$ cat src/rtl/icu_wide_pkg.sv
// Shared definitions for the wide ICU: the 4-bit opcode encoding and a
// small decode helper. Nothing here depends on the data width.
package icu_wide_pkg;

    typedef enum logic [3:0] {
        OP_NOPO = 4'h0,
        OP_LD   = 4'h1,
        OP_LDC  = 4'h2,
        OP_AND  = 4'h3,
        OP_ANDC = 4'h4,
        OP_OR   = 4'h5,
        OP_ORC  = 4'h6,
        OP_XNOR = 4'h7,
        OP_STO  = 4'h8,
        OP_STOC = 4'h9,
        OP_IEN  = 4'hA,
        OP_OEN  = 4'hB,
        OP_JMP  = 4'hC,
        OP_RTN  = 4'hD,
        OP_SKZ  = 4'hE,
        OP_NOPF = 4'hF
    } instruction_t;

    function automatic logic is_store(instruction_t op);
        return (op == OP_STO) || (op == OP_STOC);
    endfunction

endpackage

$ cat src/rtl/icu_wide_return_stack.sv
// Return-address stack for JMP/RTN.
// Ports:
//   clk, rst        clock, async active-high reset
//   push, pop       push push_data / drop top entry (ignored when full / empty)
//   push_data       return address to store
//   top             most recently pushed address (0 when empty)
//   full, empty     occupancy status; the parent uses these to flag errors
module icu_return_stack
    import icu_wide_pkg::*;
#(
    parameter int DEPTH  = 4,
    parameter int ADDR_W = 8
) (
    input  logic              clk,
    input  logic              rst,
    input  logic              push,
    input  logic              pop,
    input  logic [ADDR_W-1:0] push_data,
    output logic [ADDR_W-1:0] top,
    output logic              full,
    output logic              empty
);

    localparam int SP_W = $clog2(DEPTH + 1);

    logic [SP_W-1:0]   sp_q;
    logic [ADDR_W-1:0] mem_q [DEPTH];

    assign full  = (sp_q == SP_W'(DEPTH));
    assign empty = (sp_q == '0);

    // sp points at the next free slot, so the top lives at sp-1.
    always_comb begin
        top = '0;
        for (int i = 0; i < DEPTH; i++) begin
            if (SP_W'(i + 1) == sp_q) top = mem_q[i];
        end
    end

    always_ff @(posedge clk or posedge rst) begin
        if (rst) begin
            sp_q <= '0;
            for (int i = 0; i < DEPTH; i++) mem_q[i] <= '0;
        end else if (push && !full) begin
            for (int i = 0; i < DEPTH; i++) begin
                if (SP_W'(i) == sp_q) mem_q[i] <= push_data;
            end
            sp_q <= sp_q + SP_W'(1);
        end else if (pop && !empty) begin
            sp_q <= sp_q - SP_W'(1);
        end
    end

endmodule

$ cat src/rtl/icu_wide.sv
// Wide MC14500B-style industrial control unit: DATA_W-bit result register,
// internal program counter and return-address stack. Executes one
// instruction per rising edge; strobes and write data are combinational.
// Ports:
//   clk, rst              clock, async active-high reset
//   instruction, operand  ROM word at pc
//   data_in               read data at addr
//   pc                    program counter to ROM
//   addr                  data address (= operand)
//   data_out, write       store data and strobe
//   jmp, rtn              taken JMP / RTN this cycle
//   flag_o, flag_f        NOPO / NOPF this cycle
//   stack_err             sticky stack overflow/underflow
//   rr_out                result register
module icu_wide
    import icu_wide_pkg::*;
#(
    parameter int DATA_W      = 8,
    parameter int ADDR_W      = 8,
    parameter int STACK_DEPTH = 4
) (
    input  logic              clk,
    input  logic              rst,
    input  logic [3:0]        instruction,
    input  logic [ADDR_W-1:0] operand,
    input  logic [DATA_W-1:0] data_in,
    output logic [ADDR_W-1:0] pc,
    output logic [ADDR_W-1:0] addr,
    output logic [DATA_W-1:0] data_out,
    output logic              write,
    output logic              jmp,
    output logic              rtn,
    output logic              flag_o,
    output logic              flag_f,
    output logic              stack_err,
    output logic [DATA_W-1:0] rr_out
);

    instruction_t      op;
    logic [ADDR_W-1:0] pc_q, pc_d;
    logic [DATA_W-1:0] rr_q, rr_d;
    logic              ien_q, ien_d;
    logic              oen_q, oen_d;
    logic              skip_q, skip_d;
    logic              err_q, err_d;
    logic [DATA_W-1:0] din_m;
    logic              push, pop;
    logic [ADDR_W-1:0] stk_top;
    logic              stk_full, stk_empty;

    assign op        = instruction_t'(instruction);
    assign din_m     = ien_q ? data_in : '0;
    assign addr      = operand;
    assign pc        = pc_q;
    assign rr_out    = rr_q;
    assign stack_err = err_q;

    icu_return_stack #(
        .DEPTH  (STACK_DEPTH),
        .ADDR_W (ADDR_W)
    ) u_stack (
        .clk       (clk),
        .rst       (rst),
        .push      (push),
        .pop       (pop),
        .push_data (pc_q + ADDR_W'(1)),
        .top       (stk_top),
        .full      (stk_full),
        .empty     (stk_empty)
    );

    always_comb begin
        pc_d     = pc_q + ADDR_W'(1);
        rr_d     = rr_q;
        ien_d    = ien_q;
        oen_d    = oen_q;
        skip_d   = 1'b0;
        err_d    = err_q;
        push     = 1'b0;
        pop      = 1'b0;
        write    = 1'b0;
        data_out = '0;
        jmp      = 1'b0;
        rtn      = 1'b0;
        flag_o   = 1'b0;
        flag_f   = 1'b0;

        // A pending skip squashes the whole instruction, including SKZ itself.
        if (!skip_q) begin
            case (op)
                OP_NOPO: flag_o = 1'b1;
                OP_LD:   rr_d = din_m;
                OP_LDC:  rr_d = ien_q ? ~data_in : '1;
                OP_AND:  rr_d = rr_q & din_m;
                OP_ANDC: rr_d = rr_q & ~din_m;
                OP_OR:   rr_d = rr_q | din_m;
                OP_ORC:  rr_d = ien_q ? (rr_q | ~data_in) : '1;
                OP_XNOR: rr_d = ~(rr_q ^ din_m);
                OP_IEN:  ien_d = data_in[0];
                OP_OEN:  oen_d = din_m[0];
                OP_JMP: begin
                    // Overflow still jumps; only the return address is lost.
                    if (stk_full) err_d = 1'b1;
                    else          push  = 1'b1;
                    pc_d = operand;
                    jmp  = 1'b1;
                end
                OP_RTN: begin
                    if (stk_empty) begin
                        err_d = 1'b1;
                    end else begin
                        pop  = 1'b1;
                        pc_d = stk_top;
                        rtn  = 1'b1;
                    end
                end
                OP_SKZ:  skip_d = (rr_q == '0);
                OP_NOPF: flag_f = 1'b1;
                default: ;
            endcase

            if (is_store(op) && oen_q) begin
                write    = 1'b1;
                data_out = (op == OP_STOC) ? ~rr_q : rr_q;
            end
        end

        // Strobes must drop the instant reset asserts, not at the next edge.
        if (rst) begin
            write    = 1'b0;
            data_out = '0;
            jmp      = 1'b0;
            rtn      = 1'b0;
            flag_o   = 1'b0;
            flag_f   = 1'b0;
        end
    end

    always_ff @(posedge clk or posedge rst) begin
        if (rst) begin
            pc_q   <= '0;
            rr_q   <= '0;
            ien_q  <= 1'b0;
            oen_q  <= 1'b0;
            skip_q <= 1'b0;
            err_q  <= 1'b0;
        end else begin
            pc_q   <= pc_d;
            rr_q   <= rr_d;
            ien_q  <= ien_d;
            oen_q  <= oen_d;
            skip_q <= skip_d;
            err_q  <= err_d;
        end
    end

endmodule

$ cat config.mk
export PLATFORM = sky130hd
export DESIGN_NAME = icu_wide
export DESIGN_NICKNAME = d
export VERILOG_FILES = /design/src/rtl/icu_wide_pkg.sv /design/src/rtl/icu_wide_return_stack.sv /design/src/rtl/icu_wide.sv
export SDC_FILE = /design/constraint.sdc
export NUM_CORES = 1
export LEC_CHECK = 0
export ABC_AREA = 1
export CAP_MARGIN = 0
export CORE_ASPECT_RATIO = 1.5
export CORE_MARGIN = 1
export CORE_UTILIZATION = 35
export DETAILED_ROUTE_END_ITERATION = 8
export HOLD_SLACK_MARGIN = 0.1
export PLACE_DENSITY_LB_ADDON = 0.08
export SLEW_MARGIN = 20
export SYNTH_ARGS = -nofsm -noshare
export SYNTH_HDL_FRONTEND = slang
export SYNTH_SLANG_ARGS = --single-unit
$ cat constraint.sdc
create_clock -name clk -period 3.47 [get_ports clk]
set_clock_uncertainty 0.2 [all_clocks]
set_input_delay 0.347 -clock clk [delete_from_list [all_inputs] [get_ports clk]]
set_output_delay 0.347 -clock clk [all_outputs]
set_load 0.02 [all_outputs]
# --- Yosys cells after proc, flatten, opt, wreduce, memory -nomap -nowiden ---
# Index checks and enable logic that the tools add are counted.
# Widths: inputs -> output; s select.
op_classes:
  addsub: 3
  n_eq_ne: 22
  muxes: 41
  n_bitwise: 10
  n_reduce_logical: 20
op_table:
  columns: ["cell", "count"]
  rows:
  - ["$mux 8", 13]
  - ["$pmux 8 s7", 1]
  - ["$eq 4x4->1 const B", 8]
  - ["$not 8->8", 4]
  - ["$mux 1", 23]
  - ["$and 8x8->8", 2]
  - ["$eq 4x3->1 const B", 4]
  - ["$or 8x8->8", 2]
  - ["$pmux 8 s2", 1]
  - ["$reduce_and 2->1", 7]
  - ["$add 8x1->8 const B", 1]
  - ["$eq 4x2->1 const B", 2]
  - ["$logic_not 8->1", 1]
  - ["$xor 8x8->8", 1]
  - ["$reduce_bool 7->1", 1]
  - ["$eq 2x3->1 const A", 2]
  - ["$mux 3", 2]
  - ["$eq 4x1->1 const B", 1]
  - ["$logic_not 4->1", 1]
  - ["$ne 2x1->1 const B", 2]
  - ["$reduce_and 4->1", 1]
  - ["$reduce_bool 2->1", 2]
  - ["$add 3x1->3 const B", 1]
  - ["$eq 1x3->1 const A", 1]
  - ["other kinds (9)", 12]
totals:
  register_bits: 55
  inputBits: 22
  wordCells: 107

# --- Longest topological paths before layout ---
depth:
  ltp_word: 8
  ltp_mapped: 11
  ltp_nobuf: 10

# --- By module ---
# A second synthesis with hierarchy kept.
hier_totals:
  cells_unflattened: 596
  hier_area_um2: 3882.5
by_module_without_submodules:
  columns: ["module", "instances", "cells_each", "area_per_inst_um2", "seq_area_each_um2"]
  rows:
  - ["icu_wide", 1, 360, 2082.0, 500.5]
  - ["icu_return_stack", 1, 236, 1800.5, 875.8]

# --- Least setup slack after synthesis ---
# No wires, ideal clock.
synth_path:
  path_kind: "reg-to-output"
  start: "register skip_q"
  end: "output port data_out[0]"
  t_arrival_ps: 1400
  required_time_ps: 2923
  path_slack_ps: 1523
  stages_incl_launch_ff: 6
  path_buffers: 0
  path_cell_list: "dfrtp_1 > nor2_1 > nand4_1 > inv_1 > o21ai_0 > a21oi_1"
synth_between:
  elab_chain_len: 2
synth_lines:
  columns: ["element", "line", "source"]
  rows:
  - ["start: declaration", "icu_wide.sv:44", "logic skip_q, skip_d;"]
  - ["start signal: assignment", "icu_wide.sv:152", "skip_q <= skip_d;"]
  - ["$mux 8", "icu_wide.sv:89", "if (!skip_q) begin"]
  - ["$mux 8", "icu_wide.sv:129", "if (rst) begin"]
  - ["end: declaration", "icu_wide.sv:29", "output logic [DATA_W-1:0] data_out,"]
# No other way between the ends.

# --- Final worst setup path ---
layout_path:
  start: "input port instruction[3]"
  end: "output port data_out[3]"
layout_between:
  elab_chain_len: 6
  elab_cells_between_ends: 8
  classes_between: "2 x eq/ne; 4 x mux; 2 x reduce/logical"
layout_lines:
  columns: ["element", "line", "source"]
  rows:
  - ["start: declaration", "icu_wide.sv:24", "input logic [3:0] instruction,"]
  - ["$eq 4x4->1 (on tied branches)", "icu_wide_pkg.sv:25, icu_wide.sv:124", null]
  - ["$logic_or 1x1->1", "icu_wide_pkg.sv:25", "return (op == OP_STO) || (op == OP_STOC);"]
  - ["$logic_and 1x1->1", "icu_wide.sv:122", "if (is_store(op) && oen_q) begin"]
  - ["$mux 8 *", "icu_wide.sv:122", null]
  - ["$mux 8 *", "icu_wide.sv:89", null]
  - ["$mux 8 *", "icu_wide.sv:129", null]
# Every way passes the cells marked *; elsewhere a longest branch is shown, timed or not.

==> out/metrics.csv <==
metric,value,unit
status,"complete, no violations",
minimum clock period,3.08,ns
CTS sink cnt,55,
syn nets,558,
Finished Core Util,44.2,%
final hold viol count,0,
setup bufs post-CTS,0,
worst endpoint required time,2.92,ns
Setup TNS,0,ns
initial DRC count,169,
"commonest cells after routing, fill and taps aside","nand2_1 (147), nor2_1 (60), clkdlybuf4s50_1 (59)",
Vias per Instance,4.91,
Peak VDD IR,0.260,mV
vias in the first global route,3450,
Crit Path Class,in -> out,
Setup crit start kind,primary input,
num ports,60,
die span in y,128,µm
pwr dens,627,mW/mm²
Final #Nets,608,
worst-path cell chain,clkdlybuf4s50_1 > inv_1 > nor2_1 > nand4_1 > inv_1 > o21ai_0 > a21oi_1 > clkdlybuf4s50_1,
worst path bufs/invs,4,
final-report max-slew violation count,0,
post-synthesis cell count,521,
# setup viols final,0,
YS warnings,0,
Area contributors post-synth,"dfrtp_1 (37%), nand2_1 (15%), nor2_1 (6.1%)",
Placement Rows,45,
Seq cells post-synth,55,
htree depth,2,
Syn Std Cell Area,0.00368,mm²
gpl congestion,0.883,
Setup crit end kind,output port,
hold_buf cts,0,
static leakage,2.16,nW
placed wire-length estimate,8070,µm
worst min path class,reg -> reg,
Yosys cell types,35,
starting density of the core,36.1,%
first-pass GRT wire length,17500,µm
post-synthesis sequential area ratio,37.4,%
RSZ-0062 raised after global routing,false,
WL per Instance,15.0,µm
Synth-to-Final Area Change,22.3,%
drt total wl,10700,µm
worst-path fanout max,9,
later-pin clock latency in the skew report,0.30,ns
"Avg Cell Area, Syn",7.07,µm²
fmax,325,MHz
Yosys top cell area share,37.4,%
leading area contributor after synthesis,dfrtp_1,
Post-DRT Antenna Nets,0,
die width,85.7,µm
Antenna Cells,0,
slowest CP cell,clkdlybuf4s50_1,
CTS Buffer Depth,2,
Worst path top cell family by delay,buffers and inverters,
post-CTS sizing,0,
grt total ovfl,0,
area of the multi-input gates,0.00194,mm²
initial antenna violation count,0,
crit path DAT,2.53,ns
core area,0.0102,mm²
"most common cell after layout, fill and taps aside",nand2_1,
filler instances,1082,
Detailed Routing Iterations Pass 1,4,
largest net degree at the start of global routing,30,
Pwr Total,0.00282,W
worst hold slack,0.278,ns
fin crit share,88.8,%
DRC viols,0,
vias,3501,
share of post-route cells with drive strength above 1,7.87,%
Clk Tree Root Cell,clkbuf_16,
Slew @ Worst Pin,0.805,ns
port bufs,59,
cts bufs inserted,5,
Sequential Area,0.00138,mm²
Global Route Usage Sum,20.7,%
CTS tree,done,
die area,0.0109,mm²
clock-pin slew on the worst setup and hold paths,0.07,ns
Worst slew margin,46.0,%
max_cap viols,0,
CP max stage delay,0.63,ns
-- per-stage QoR --
step / instance area (µm²) / cells / setup WS (ns)
final: 4500 / 713 / 0.390
after global routing: 4500 / 713 / 0.212
after CTS: 4500 / 713 / 0.417
after detailed placement: 4340 / 705 / 0.439
after global placement: 4340 / 705 / 0.494
after floorplan: 3680 / 521 / 1.52
-- kinds of logic (layout without fill, tap and decap cells) --
family	after synthesis	in the layout	synth area share, %
buffers and inverters	75	126	9.79
adders and majority gates	15	15	5.10
AOI/OAI and AO/OA	98	98	14.2
and+or+nand+nor	270	270	31.5
xor gates and xnor gates	7	7	1.67
DFF	55	55	37.4
muxes	1	1	0.306
-- report_power, final --
part           switching [W]  internal [W]
combinational       0.000759      0.000468
sequential          0.000177      0.000861
clock               0.000251      0.000308
-- sequential cells by signal, indices dropped and copies added (netlist names) --
name	flops
rr_out	8
u_stack.mem_q	32
pc	8
oen_q	1
skip_q	1
stack_err	1
u_stack.sp_q	3
ien_q	1
-- layer usage --
layer	up-vias	GRT usage, %	part of all wire (%)
li1	1768	-	-
met1	1644	22.5	40
met2	74	39.4	55
met3	15	2.91	3.1
met4	0	8.73	2.3
met5	-	0	0
-- synthesized netlist by cell type --
cell type    n
o21ai_0     42
ha_1        15
clkinv_4     1
nor3_1       4
nand4_1      3
o21ai_2      4
a21oi_2      2
inv_2        4
dfrtp_1     55
nor2_4       1
buf_4       10
inv_1       49
nand2_1    147
a31o_2       1
or2_2        4
nand3_1     33
nand3_4      1
o22ai_1      1
clkbuf_1     1
nor2_1      60
nand2_2      4
a21oi_1     25
mux2_2       1
nand3b_1     4
xnor2_1      1
nand2_4      2
nor2_2       6
a211oi_1     2
buf_6        4
nor3_2       1
xor2_1       6
a31oi_1      1
o21ai_1     20
clkinv_1     1
buf_2        5
-- path summary, 6_finish.rpt --
check	startpoint	to	slack (ns)	depth (start not counted)
worst max-delay path	instruction[3]	data_out[3]	0.39	8
worst min-delay path	stack_err$_DFFE_PP0P_	stack_err$_DFFE_PP0P_	0.28	1
worst max register to register	u_stack.sp_q[2]$_DFFE_PP0P_	pc[2]$_DFF_PP0_	1.12	9
worst min register to register	stack_err$_DFFE_PP0P_	stack_err$_DFFE_PP0P_	0.28	1
max in group asynchronous	rst	pc[3]$_DFF_PP0_	2.18	3
min in group asynchronous	rst	oen_q$_DFFE_PP0P_	0.30	2
-- final cells by class --
class	instances	share of cell area, %
clock buffers	7	3.39
clock inverters	1	0.167
inverters	55	4.70
multi-input cells	391	43.2
flip-flops and latches	55	30.6
well taps	141	3.92
repair buffers	63	14.1
Note: power is estimated with default switching activity, not from simulation.
